## config.mk

```make
export PLATFORM = sky130hd
export DESIGN_NAME = keypad_scanner
export DESIGN_NICKNAME = d
export VERILOG_FILES = /design/src/rtl/lock_pkg.sv /design/src/rtl/scan_tick_gen.sv /design/src/rtl/keypad_scanner.sv
export SDC_FILE = /design/constraint.sdc
export NUM_CORES = 1
export LEC_CHECK = 0
export ABC_AREA = 1
export ABC_CLOCK_PERIOD_IN_PS = 3400
export CORE_UTILIZATION = 63
export DETAILED_ROUTE_END_ITERATION = 6
export HOLD_SLACK_MARGIN = 0.1
export PLACE_DENSITY = 0.9
export RECOVER_POWER = 25
export SYNTH_ARGS = -nofsm -noshare
export SYNTH_HDL_FRONTEND = slang
export SYNTH_SLANG_ARGS = --single-unit
```

## constraint.sdc

```tcl
create_clock -name hwclk -period 3.4 [get_ports hwclk]
set_input_delay 0.34 -clock hwclk [delete_from_list [all_inputs] [get_ports hwclk]]
set_output_delay 0.34 -clock hwclk [all_outputs]
set_load 0.02 [all_outputs]
```

## src/rtl/lock_pkg.sv

```systemverilog
`default_nettype none
// ============================================================================
//  Module      : lock_pkg
//  Description : Shared definitions for the 3x3 keypad scanner: FSM state
//                encoding, the "no key" code, default timing parameters and
//                the row/column to key-code mapping.
//  Ports       : none (package)
//  Revision    : 1.0 - initial release
// ============================================================================
package lock_pkg;

    typedef enum logic [1:0] {
        SCAN        = 2'd0,
        DEB_PRESS   = 2'd1,
        PRESSED     = 2'd2,
        DEB_RELEASE = 2'd3
    } scan_state_t;

    localparam logic [3:0] KEY_NONE             = 4'd0;
    localparam int         SCAN_DIV_DEFAULT     = 12000;
    localparam int         DEBOUNCE_CNT_DEFAULT = 8;

    // row_idx is zero-based (0..2), col is one-based (1..3); result is 1..9.
    function automatic logic [3:0] key_code(input logic [1:0] row_idx,
                                            input logic [1:0] col);
        return (4'(row_idx) * 4'd3) + 4'(col);
    endfunction

endpackage
`default_nettype wire

```

## src/rtl/scan_tick_gen.sv

```systemverilog
`default_nettype none
// ============================================================================
//  Module      : scan_tick_gen
//  Description : Free-running divider counting 0..SCAN_DIV-1; tick is high
//                for the single cycle in which the count equals SCAN_DIV-1.
//  Ports       : hwclk - clock
//                rst   - synchronous active-high reset
//                tick  - one-cycle row-dwell strobe
//  Revision    : 1.0 - initial release
// ============================================================================
module scan_tick_gen
    import lock_pkg::*;
#(
    parameter int SCAN_DIV = SCAN_DIV_DEFAULT
) (
    input  logic hwclk,
    input  logic rst,
    output logic tick
);

    localparam int            CW     = (SCAN_DIV > 1) ? $clog2(SCAN_DIV) : 1;
    localparam logic [CW-1:0] C_LAST = CW'(SCAN_DIV - 1);

    logic [CW-1:0] r_count;

    always_ff @(posedge hwclk) begin
        if (rst) begin
            r_count <= '0;
        end else if (r_count == C_LAST) begin
            r_count <= '0;
        end else begin
            r_count <= r_count + 1'b1;
        end
    end

    assign tick = (r_count == C_LAST);

endmodule
`default_nettype wire

```

## src/rtl/keypad_scanner.sv

```systemverilog
`default_nettype none
// ============================================================================
//  Module      : keypad_scanner
//  Description : 3x3 matrix keypad scanner with debounced press/release.
//                Rows are driven low one at a time; the columns are
//                synchronized and sampled once per row dwell (tick).
//  Ports       : hwclk                  - clock
//                rst                    - synchronous active-high reset
//                keypad_r1..r3 (out)    - active-low row drives
//                keypad_c1..c3 (in)     - pulled-up column senses
//                button[3:0]   (out)    - last accepted key code (1..9)
//                bstate        (out)    - high while a debounced key is held
//                key_strobe    (out)    - one-cycle pulse per accepted press
//  Revision    : 1.0 - initial release
// ============================================================================
module keypad_scanner
    import lock_pkg::*;
#(
    parameter int SCAN_DIV     = SCAN_DIV_DEFAULT,
    parameter int DEBOUNCE_CNT = DEBOUNCE_CNT_DEFAULT
) (
    input  logic       hwclk,
    input  logic       rst,
    output logic       keypad_r1,
    output logic       keypad_r2,
    output logic       keypad_r3,
    input  logic       keypad_c1,
    input  logic       keypad_c2,
    input  logic       keypad_c3,
    output logic [3:0] button,
    output logic       bstate,
    output logic       key_strobe
);

    localparam int            DW         = $clog2(DEBOUNCE_CNT + 1);
    localparam logic [DW-1:0] C_DEB_DONE = DW'(DEBOUNCE_CNT);
    localparam logic [DW-1:0] C_DEB_ONE  = DW'(1);

    logic              w_tick;
    logic [2:0]        r_col_meta;
    logic [2:0]        r_col_sync;     // bit0 = c1
    scan_state_t       r_state;
    logic [1:0]        r_row;          // zero-based active row index
    logic [2:0]        r_rows_n;       // bit0 = r1, one bit low
    logic [1:0]        r_cand_col;     // one-based candidate column
    logic [DW-1:0]     r_cnt;
    logic [3:0]        r_button;
    logic              r_bstate;
    logic              r_strobe;

    logic [1:0]        w_low_col;      // lowest low column, 0 = none
    logic              w_cand_high;
    logic [DW-1:0]     w_cnt_next;
    logic [1:0]        w_row_next;
    logic [2:0]        w_rows_n_next;
    logic [3:0]        w_code;

    scan_tick_gen #(
        .SCAN_DIV (SCAN_DIV)
    ) u_tick (
        .hwclk (hwclk),
        .rst   (rst),
        .tick  (w_tick)
    );

    always_comb begin
        w_low_col = 2'd0;
        if (!r_col_sync[0]) begin
            w_low_col = 2'd1;
        end else if (!r_col_sync[1]) begin
            w_low_col = 2'd2;
        end else if (!r_col_sync[2]) begin
            w_low_col = 2'd3;
        end
    end

    always_comb begin
        w_cand_high = 1'b1;
        case (r_cand_col)
            2'd1:    w_cand_high = r_col_sync[0];
            2'd2:    w_cand_high = r_col_sync[1];
            2'd3:    w_cand_high = r_col_sync[2];
            default: w_cand_high = 1'b1;
        endcase
    end

    assign w_cnt_next    = r_cnt + 1'b1;
    assign w_row_next    = (r_row == 2'd2) ? 2'd0 : r_row + 2'd1;
    assign w_rows_n_next = {r_rows_n[1:0], r_rows_n[2]};
    // Valid whenever a press is being accepted: in DEB_PRESS acceptance
    // requires w_low_col to equal the candidate column.
    assign w_code        = key_code(r_row, w_low_col);

    always_ff @(posedge hwclk) begin
        if (rst) begin
            r_col_meta <= 3'b000;
            r_col_sync <= 3'b000;
            r_state    <= SCAN;
            r_row      <= 2'd0;
            r_rows_n   <= 3'b110;
            r_cand_col <= 2'd0;
            r_cnt      <= '0;
            r_button   <= KEY_NONE;
            r_bstate   <= 1'b0;
            r_strobe   <= 1'b0;
        end else begin
            r_col_meta <= {keypad_c3, keypad_c2, keypad_c1};
            r_col_sync <= r_col_meta;
            r_strobe   <= 1'b0;

            if (w_tick) begin
                case (r_state)
                    SCAN: begin
                        if (w_low_col != 2'd0) begin
                            r_cand_col <= w_low_col;
                            if (DEBOUNCE_CNT <= 1) begin
                                r_button <= w_code;
                                r_bstate <= 1'b1;
                                r_strobe <= 1'b1;
                                r_cnt    <= '0;
                                r_state  <= PRESSED;
                            end else begin
                                r_cnt   <= C_DEB_ONE;
                                r_state <= DEB_PRESS;
                            end
                        end else begin
                            r_row    <= w_row_next;
                            r_rows_n <= w_rows_n_next;
                        end
                    end

                    DEB_PRESS: begin
                        if (w_low_col == r_cand_col) begin
                            if (w_cnt_next == C_DEB_DONE) begin
                                r_button <= w_code;
                                r_bstate <= 1'b1;
                                r_strobe <= 1'b1;
                                r_cnt    <= '0;
                                r_state  <= PRESSED;
                            end else begin
                                r_cnt <= w_cnt_next;
                            end
                        end else begin
                            r_cnt    <= '0;
                            r_state  <= SCAN;
                            r_row    <= w_row_next;
                            r_rows_n <= w_rows_n_next;
                        end
                    end

                    PRESSED: begin
                        if (w_cand_high) begin
                            if (DEBOUNCE_CNT <= 1) begin
                                r_bstate <= 1'b0;
                                r_cnt    <= '0;
                                r_state  <= SCAN;
                                r_row    <= w_row_next;
                                r_rows_n <= w_rows_n_next;
                            end else begin
                                r_cnt   <= C_DEB_ONE;
                                r_state <= DEB_RELEASE;
                            end
                        end
                    end

                    DEB_RELEASE: begin
                        if (w_cand_high) begin
                            if (w_cnt_next == C_DEB_DONE) begin
                                r_bstate <= 1'b0;
                                r_cnt    <= '0;
                                r_state  <= SCAN;
                                r_row    <= w_row_next;
                                r_rows_n <= w_rows_n_next;
                            end else begin
                                r_cnt <= w_cnt_next;
                            end
                        end else begin
                            // Release bounce: back to held, no new strobe.
                            r_cnt   <= '0;
                            r_state <= PRESSED;
                        end
                    end

                    default: begin
                        r_state <= SCAN;
                    end
                endcase
            end
        end
    end

    assign keypad_r1  = r_rows_n[0];
    assign keypad_r2  = r_rows_n[1];
    assign keypad_r3  = r_rows_n[2];
    assign button     = r_button;
    assign bstate     = r_bstate;
    assign key_strobe = r_strobe;

endmodule
`default_nettype wire

```

# --- Yosys cells after proc, flatten, opt, wreduce, memory -nomap -nowiden ---
# Cells that the tools add are included.
op_classes:
  mul: 1
  eq_ne: 20
  n_bitwise: 3
  addsub: 4
  n_reduce_logical: 12
  n_mux: 34
ops:
  columns: ["op", "count"]
  rows:
  - ["2-bit two-way mux", 14]
  - ["4-bit two-way mux", 5]
  - ["2-bit inequality test, second input constant", 8]
  - ["4-bit case mux with 4 select lines", 1]
  - ["14-bit by 1-bit adder with 14-bit output, second input constant", 1]
  - ["14-bit equality test, second input constant", 1]
  - ["3-bit two-way mux", 4]
  - ["6-bit AND reduction", 2]
  - ["2-bit equality test, second input constant", 5]
  - ["3-bit case mux with 3 select lines", 1]
  - ["2-bit case mux with 4 select lines", 1]
  - ["3-bit inequality test, second input constant", 2]
  - ["2-bit case mux with 3 select lines", 1]
  - ["3-bit AND reduction", 2]
  - ["1-bit two-way mux", 5]
  - ["5-bit AND reduction", 1]
  - ["4-bit by 1-bit adder with 4-bit output, second input constant", 1]
  - ["4-bit by 2-bit adder with 4-bit output", 1]
  - ["2-bit by 1-bit equality test with 1-bit output, second input constant", 2]
  - ["4-bit equality test, second input constant", 1]
  - ["2-bit by 2-bit multiplier with 4-bit output, second input constant", 1]
  - ["4-bit AND reduction", 1]
  - ["2-bit nonzero test", 2]
  - ["4-bit OR reduction", 1]
  - ["other kinds (8)", 10]
word_totals:
  regBits: 39
  in_bits: 5
  out_inout_bits: 9
  word_cells: 85

# --- Longest topological paths before layout ---
# Gate-level depths: netlist of run 1.
depth:
  word_depth: 6
  ltp_mapped: 12
  depth_no_buf: 12

# --- By module ---
# Synthesis of run 1 repeated with hierarchy kept, for this count alone.
hier_totals:
  hier_cells: 292
  hier_area_um2: 2127.0
modules_own_cells:
  columns: ["mod", "cells_each", "instances", "area_per_inst_um2", "seq_area_each_um2"]
  rows:
  - ["keypad_scanner", 184, 1, 1390.1, 500.5]
  - ["scan_tick_gen", 108, 1, 737.0, 280.3]

# --- Worst setup path after synthesis of run 1 ---
# Ideal clock, no wire load.
synth_timing:
  path_kind: "register -> register"
  startpoint: "register r_col_sync[2]"
  endpoint: "register r_button[2] (netlist: button[2])"
  path_stages_with_launch: 9
  setup_slack_ns: 1.496
  n_path_buf: 0
  arrival_time_ns: 1.788
  setup_time_ns: 0.116
  t_required_ns: 3.284
  period_less_slack_ns: 1.904
  path_cell_list: "dfxtp_1 > nand2_1 > nand2_1 > inv_1 > fa_1 > ha_1 > fa_1 > o21ai_0 > nor2_1"
synth_via:
  word_cells_on_any_way: 6
  cone_classes: "add/sub (1); eq/ne (1); mux (3); reduce/logical (1)"
synth_lines:
  columns: ["element", "line", "rtl"]
  rows:
  - ["from (decl)", "keypad_scanner.sv:41", "logic [2:0] r_col_sync;"]
  - ["from (signal assigned)", "keypad_scanner.sv:108", "r_col_sync <= r_col_meta;"]
  - ["2-bit two-way mux", "keypad_scanner.sv:72", "end else if (!r_col_sync[2]) begin"]
  - ["2-bit two-way mux", "keypad_scanner.sv:70", "end else if (!r_col_sync[1]) begin"]
  - ["2-bit two-way mux", "keypad_scanner.sv:68", "if (!r_col_sync[0]) begin"]
  - ["net w_low_col[1]", "keypad_scanner.sv:51", "logic [1:0] w_low_col;"]
  - ["4-bit by 2-bit adder with 4-bit output", "lock_pkg.sv:26", "return (4'(row_idx) * 4'd3) + 4'(col);"]
  - ["net w_code[2]", "keypad_scanner.sv:56", "logic [3:0] w_code;"]
  - ["to (signal assigned)", "keypad_scanner.sv:117", "r_button <= w_code;"]
  - ["to (signal assigned)", "keypad_scanner.sv:135", "r_button <= w_code;"]
  - ["to (decl)", "keypad_scanner.sv:47", "logic [3:0] r_button;"]
# The timed path passes the listed nets, and every way through them passes these cells.
# A chain may end at the register's enable or synchronous reset.

# --- Worst setup path after layout of run 1 ---
# Same ends and word-level chain as after synthesis.

==> out/metrics.yaml, run 1 <==
status: "completed"
path_clk_slew_ns: 0.11
syn_inst: 292
rsz0062_at_grt: "false"
die_x_um: 59.8
dr.pass1.iters: 4
routed_wirelength_mm: 4.07
synth_seq_cells: 39
internal-power_w: 0.000571
postCtsResizedCells: 0
hpwl_mm: 3.04
required_ns: 3.66
synthArstFlopShare: 0
yosysWarnings: 0
synthAdderAreaFrac: 0.0606
grt_pass1_wl_mm: 6.74
syn_area_um2: 2110
ctsHoldBuffers: 0
synth_top_area_share: 0.371
cts_num_sinks: 39
relSlewSlack: 0.658
grt_max_degree: 16
portBuffers: 13
power.net_switching_w: 0.000170
slowest_delay_ns: 0.44
grt_overflow_total: 0
synth_mux_area_frac: 0
finalCritPeriodShare: 0.604
cts-root-buf: "clkbuf_4"
synthXorXnorAreaFrac: 0.0125
cpLargestDelayFamily: "adder cells"
worstPathArrival_ns: 2.31
grt_pass1_vias: 1652
combPwrFrac: 0.044
drv_slew: 0
rows: 20
powerDensity_nw_per_um2: 320
hold_viol: 0
grtUsageTotal: 0.259
nets: 323
power.share.clock: 0.327
path_max_fanout: 4
drt_iter0_markers: 79
final-setup-viol-count: 0
synth_cell_types: 31
cp-end-kind: "register"
vias_per_cell: 5.32
clock_latency_ns: 0.35
fp.dieH_um: 59.8
ys_seq_area_frac: 0.371
syn2layout_area_growth_pct: 10.0
cts_buffer_depth: 2
synth-compound-area-share: 0.0766
path_cells: "nand2_1, nand2_1, inv_1, fa_1, ha_1, fa_1, o21ai_0, nor2_1"
yosysMostFrequentCell: "nand2_1"
path_buf_inv: 1
cts_inserted_buffers: 5
syn-num-nets: 306
multi_input_area_um2: 1120
num_io_pins: 14
p_sw_frac: 0.230
route.detailed.drc: 0
place_congestion: 0.949
antenna_left: 0
synth_top_family_by_area: "simple AND/OR/NAND/NOR gates"
die_area_um2: 3580
postPlaceCellArea_um2: 2280
wire_per_inst_um: 11.5
vias: 1877
start_kind: "register"
worstHoldPathType: "register to register"
seq_area_um2: 781
place_ws_ns: 1.35
synth_edf_count: 0
cts-htree-levels: 2
tightest_slew_ns: 0.511
syn_avg_cell_area_um2: 7.22
stdcell_area_um2: 2320
synthFlopType: "dfxtp_1"
cts_setup_buffers: 0
synthSimpleGateAreaFrac: 0.389
antenna_cells: 0
synth_commonest_cells: "nand2_1, nor2_1, dfxtp_1"
antenna_found_initial: 0
fillers: 259
max_freq_mhz: 487
fin_skew_ns: 0.00737
drive_gt1_frac: 0.155
setup_tns_ns: 0
design.core.area_um2: 3100
initial_core_util: 0.679
critical_path_class: "register to register"
yosys.area.top_type: "dfxtp_1"
p_seq_frac: 0.629
vdd_drop_max_uv: 200
p_leak_nw: 0.976
period_needed_ns: 2.05
slowest_stage: "fa_1"
cap_viol_max_count: 0
worst_slack_ns: 1.35
tritoncts: "done"
yosys-top-cells-area: "dfxtp_1, nand2_1, nor2_1"
-- cell families (layout without fill, tap and decap cells) --
kind of cell	after synthesis	count (layout)
XOR/XNOR	3	3
AO/OA/AOI/OAI	31	31
buffers and inverters	50	67
AND/OR/NAND/NOR	160	160
flip-flops	39	39
adder cells (fa/ha/maj)	9	9
-- path summary, 6_finish.rpt --
check / startpoint / end / slack [ns] / cells past startpoint
max reg2reg: r_col_sync[2]$_SDFF_PP0_ / button[2]$_SDFFE_PP0P_ / 1.35 / 8
min: r_col_meta[1]$_SDFF_PP0_ / r_col_sync[1]$_SDFF_PP0_ / 0.42 / 2
min reg2reg: r_col_meta[1]$_SDFF_PP0_ / r_col_sync[1]$_SDFF_PP0_ / 0.42 / 2
max: r_col_sync[2]$_SDFF_PP0_ / button[2]$_SDFFE_PP0P_ / 1.35 / 8
-- flip-flops by register name, indices dropped and copies added (netlist names) --
register / count
bstate: 1
button: 4
key_strobe: 1
r_cand_col: 2
r_cnt: 4
r_col_meta: 3
r_col_sync: 3
r_row: 2
r_rows_n: 3
r_state: 2
u_tick.r_count: 14
-- worst min-delay path, cell delays in order, from the launching register on --
cell and delay, ns:
dfxtp_1 0.31, inv_1 0.04, nor2_1 0.03
-- placed cells by master (no fill, tap or decap), types with 2 or more instances in the layout --
master and count:
nor3_4 2, nor2_1 45, inv_1 34, nand2_2 8, a21oi_1 16, xor2_1 3
o21ai_1 5, o21ai_0 8, clkbuf_4 5, nor3_1 3, nand2_4 3, nand2_1 50
inv_2 12, nor3_2 2, nor2_4 2, nor2_2 9, dfxtp_1 39, nand3_1 25
clkdlybuf4s50_1 12, fa_1 2, nand4_1 5, ha_1 7
-- power groups by stage --
| stage | sequential, W | clock, W | combinational (W) |
|---|---|---|---|
| after global routing | 0.000467 | 0.000262 | 0.0000370 |
| after global placement | 0.000476 | 0 | 0.0000320 |
| after detailed placement | 0.000477 | 0 | 0.0000328 |
| after floorplan | 0.000476 | 0 | 0.0000230 |
| final | 0.000467 | 0.000242 | 0.0000324 |
| after CTS | 0.000467 | 0.000244 | 0.0000332 |
-- layout make-up --
class,instances,share of cell area
Clock buffer,6,0.0221
Clock inverter,1,0.00216
Inverter,47,0.0761
Multi-Input combinational cell,203,0.483
Sequential cell,39,0.337
Tap cell,44,0.0237
Timing Repair Buffer,13,0.0561
-- routing by layer --
| metal | vias to the layer above | wire length, µm | global-route usage |
|---|---|---|---|
| li1 | 967 | - | - |
| met2 | 52 | 1960 | 0.437 |
| met4 | 0 | 112 | 0.133 |
| met3 | 13 | 183 | 0.0671 |
| met5 | - | 0 | 0 |
| met1 | 845 | 1820 | 0.301 |
-- through the flow --
step,hold WS (ns),std cells,total power (W),util
floorplan,0.388,292,0.000499,-
global placement,0.390,346,0.000508,0.734
detailed placement,0.398,346,0.000510,0.734
CTS,0.422,353,0.000744,0.752
global route,0.442,353,0.000766,0.747
finish,0.416,353,0.000741,0.747
Note: power is estimated with default switching activity, not from simulation.
==> inputs of run 2 (changes only) <==
--- a/config.mk
+++ b/config.mk
@@ -6,11 +6,11 @@
 export NUM_CORES = 1
 export LEC_CHECK = 0
 export ABC_AREA = 1
-export ABC_CLOCK_PERIOD_IN_PS = 3400
-export CORE_UTILIZATION = 63
+export ABC_CLOCK_PERIOD_IN_PS = 2100
+export CORE_UTILIZATION = 58
 export DETAILED_ROUTE_END_ITERATION = 6
 export HOLD_SLACK_MARGIN = 0.1
-export PLACE_DENSITY = 0.9
+export PLACE_DENSITY = 0.85
 export RECOVER_POWER = 25
 export SYNTH_ARGS = -nofsm -noshare
 export SYNTH_HDL_FRONTEND = slang
==> constraint.sdc (replaced) <==
create_clock -name hwclk -period 2.1 [get_ports hwclk]
set_input_delay 0.21 -clock hwclk [delete_from_list [all_inputs] [get_ports hwclk]]
set_output_delay 0.21 -clock hwclk [all_outputs]
set_load 0.02 [all_outputs]
==> run 2 against run 1 <==
Against the previous run:
- flip-flop and latch count stayed put
- setup slack worse by 1.3 ns
- hold slack worse by 0.053 ns
- clock power is 57% higher
- sequential share of layout area is 0.074 points lower
- register-to-register slack worse by 1.3 ns
- total power is 61% higher
- count of clock-buffer cells in the layout is 1 lower
- first-iteration DRC count is 29% higher
- die area is 8.3% higher
- global-route usage is 3.7 points lower
- critical endpoint unchanged
==> out/metrics.yaml, run 2 (same netlist as run 1, synthesis figures left out) <==
slowest_delay_ns: 0.44  # about the same
cts_num_sinks: 39  # unchanged
clock_latency_ns: 0.35  # about the same
worstHoldPathType: "input pin to register"  # was register to register
p_leak_nw: 0.976  # about the same
grt_pass1_wl_mm: 6.84  # was 6.74 mm
antenna_cells: 0  # unchanged
rsz0062_at_grt: "false"  # unchanged
final-setup-viol-count: 0  # unchanged
r2r_cells: 8  # unchanged
critical_path_class: "register to register"  # unchanged
vdd_drop_max_uv: 492  # was 200 µV
r2r-end: "button[2]$_SDFFE_PP0P_"  # unchanged
internal-power_w: 0.000898  # was 0.000571 W
crit_end: "button[2]$_SDFFE_PP0P_"  # unchanged
worstSetupStartpoint: "r_col_sync[1]$_SDFF_PP0_"  # was r_col_sync[2]$_SDFF_PP0_
routed_wirelength_mm: 3.88  # was 4.07 mm
portBuffers: 13  # unchanged
final_common_cell: "nand2_1"  # unchanged
slowest_stage: "fa_1"  # unchanged
powerDensity_nw_per_um2: 510  # was 320 nW/µm²
place_congestion: 0.900  # was 0.949
p_seq_frac: 0.635  # was 0.629
fin_skew_ns: 0.00956  # was 0.00737 ns
power.net_switching_w: 0.000291  # was 0.000170 W
cpLargestDelayFamily: "adder cells"  # unchanged
design.core.area_um2: 3420  # was 3100 µm²
hpwl_mm: 3.03  # was 3.04 mm
wl_met3_um: 186  # was 183 µm
wire_per_inst_um: 10.9  # was 11.5 µm
grt_max_degree: 16  # unchanged
path_buf_inv: 1  # unchanged
drt_iter0_markers: 102  # was 79
p_sw_frac: 0.245  # was 0.230
status: "completed"  # unchanged
tightest_slew_ns: 0.446  # was 0.511 ns
antenna_left: 0  # unchanged
num_io_pins: 14  # unchanged
cap_viol_max_count: 0  # unchanged
cts-root-buf: "clkbuf_4"  # unchanged
cts-htree-levels: 2  # unchanged
drv_slew: 0  # unchanged
period_needed_ns: 2.02  # was 2.05 ns
crit_top_cell: "fa_1"
wl_met2_mm: 1.82  # was 1.96 mm
nets: 324  # was 323
tritoncts: "done"  # unchanged
dr.pass1.iters: 4  # unchanged
path_max_fanout: 4  # unchanged
max_freq_mhz: 496  # was 487 MHz
wl_met1_mm: 1.83  # was 1.82 mm
syn2layout_area_growth_pct: 10.8  # was 10.0%
required_ns: 2.36  # was 3.66 ns
route.detailed.drc: 0  # unchanged
fp.dieH_um: 62.3  # was 59.8 µm
antenna_found_initial: 0  # unchanged
hold_viol: 0  # unchanged
fillers: 302  # was 259
vias_per_cell: 5.08  # was 5.32
vias: 1813  # was 1877
cts_inserted_buffers: 5  # unchanged
top_register: "u_tick.r_count"  # unchanged
cts_buffer_depth: 2  # unchanged
setup_tns_ns: 0  # unchanged
path_clk_slew_ns: 0.12  # was 0.11 ns
grt_pass1_vias: 1605  # was 1652
finalCritPeriodShare: 0.960  # was 0.604
path_cells: "nand2_1, nand2_2, inv_1, fa_1, ha_1, fa_1, o21ai_0, nor2_1"  # was nand2_1, nand2_1, inv_1, fa_1, ha_1, fa_1, o21ai_0, nor2_1
die_area_um2: 3880  # was 3580 µm²
combPwrFrac: 0.045  # was 0.044
grtUsageTotal: 0.222  # was 0.259
top_layer_used: "met4"  # unchanged
start_kind: "register"  # unchanged
ff2ff_setup_slack_ns: 0.08  # was 1.35 ns
power.share.clock: 0.320  # was 0.327
r2r-start: "r_col_sync[1]$_SDFF_PP0_"  # was r_col_sync[2]$_SDFF_PP0_
cp.depth: 8  # unchanged
die_x_um: 62.3  # was 59.8 µm
cp-end-kind: "register"  # unchanged
postLayoutCoreUtil: 0.684  # was 0.747
drive_gt1_frac: 0.177  # was 0.155
initial_core_util: 0.617  # was 0.679
final_cell_mix: "nand2_1, nor2_1, dfxtp_1"  # unchanged
rows: 21  # was 20
largest_reg_flops: 14  # unchanged
ctsHoldBuffers: 0  # unchanged
relSlewSlack: 0.702  # was 0.658
worstPathArrival_ns: 2.28  # was 2.31 ns
grt_overflow_total: 0  # unchanged
-- run 2: cell count changes in the layout (fill, tap and decap cells not counted) --
cell	change
dfxtp_1	-3
dfxtp_2	+3
clkinvlp_4	+2
nand2_1	-2
nand2_2	+2
clkbuf_1	+1
clkbuf_8	-1
clkdlybuf4s50_1	-1
dlygate4sd3_1	+1
inv_1	-1
inv_2	+1
-- run 2: area by class of cell --
type / count / area [µm²] / share of cell area
timing repair buffer: 14 / 134 / 0.0573
clock inverter: 3 / 20.0 / 0.00857
inverter: 47 / 176 / 0.0756
multi-input combinational: 203 / 1120 / 0.482
tap: 46 / 57.6 / 0.0247
sequential: 39 / 785 / 0.336
clock buffer: 5 / 37.5 / 0.0161
-- run 2: timing repair --
action / in CTS / in global routing
setup endpoints to repair: 0 / 1
resized for setup: 0 / 4
buffers inserted: 0 / 0
-- run 2: how the worst min path moves through the flow --
stage | to | start | cells after the start
2_1_floorplan | key_strobe$_SDFF_PP0_ | rst | 1
3_3_place_gp | r_col_sync[2]$_SDFF_PP0_ | r_col_meta[2]$_SDFF_PP0_ | 2
3_5_place_dp | r_col_sync[2]$_SDFF_PP0_ | r_col_meta[2]$_SDFF_PP0_ | 2
4_1_cts | r_col_meta[1]$_SDFF_PP0_ | keypad_c2 | 3
5_1_grt | r_col_meta[1]$_SDFF_PP0_ | keypad_c2 | 3
6_report | r_col_meta[1]$_SDFF_PP0_ | keypad_c2 | 3
-- run 2: worst reg2reg max path, cell delays in order (launching register included) --
cell and delay (ns):
dfxtp_2 0.36, nand2_1 0.08, nand2_2 0.09, inv_1 0.06
fa_1 0.43, ha_1 0.22, fa_1 0.44, o21ai_0 0.19
nor2_1 0.05
-- run 2: metrics by stage --
step / cell area (µm²) / setup WS (ns) / hold slack (ns) / total power (W) / cells
after floorplan: 2110 / 0.196 / 0.289 / 0.000808 / 292
after global placement: 2290 / 0.139 / 0.391 / 0.000825 / 349
after detailed placement: 2290 / 0.0436 / 0.396 / 0.000828 / 349
after CTS: 2340 / 0.0174 / 0.352 / 0.00120 / 357
after global routing: 2330 / 0.00716 / 0.368 / 0.00125 / 357
final: 2330 / 0.0837 / 0.363 / 0.00119 / 357
-- run 2: metal layers --
layer / vias up / track usage
li1: 959 / -
met1: 816 / 0.277
met2: 33 / 0.365
met3: 5 / 0.0662
met4: 0 / 0.0727
met5: - / 0
-- run 2: power by group through the flow --
stage / Combinational (W) / Clock, W / Sequential (W)
after floorplan: 0.0000373 / 0 / 0.000771
after global placement: 0.0000533 / 0 / 0.000771
after detailed placement: 0.0000553 / 0 / 0.000772
after CTS: 0.0000554 / 0.000394 / 0.000756
after global routing: 0.0000609 / 0.000430 / 0.000758
final: 0.0000535 / 0.000380 / 0.000756
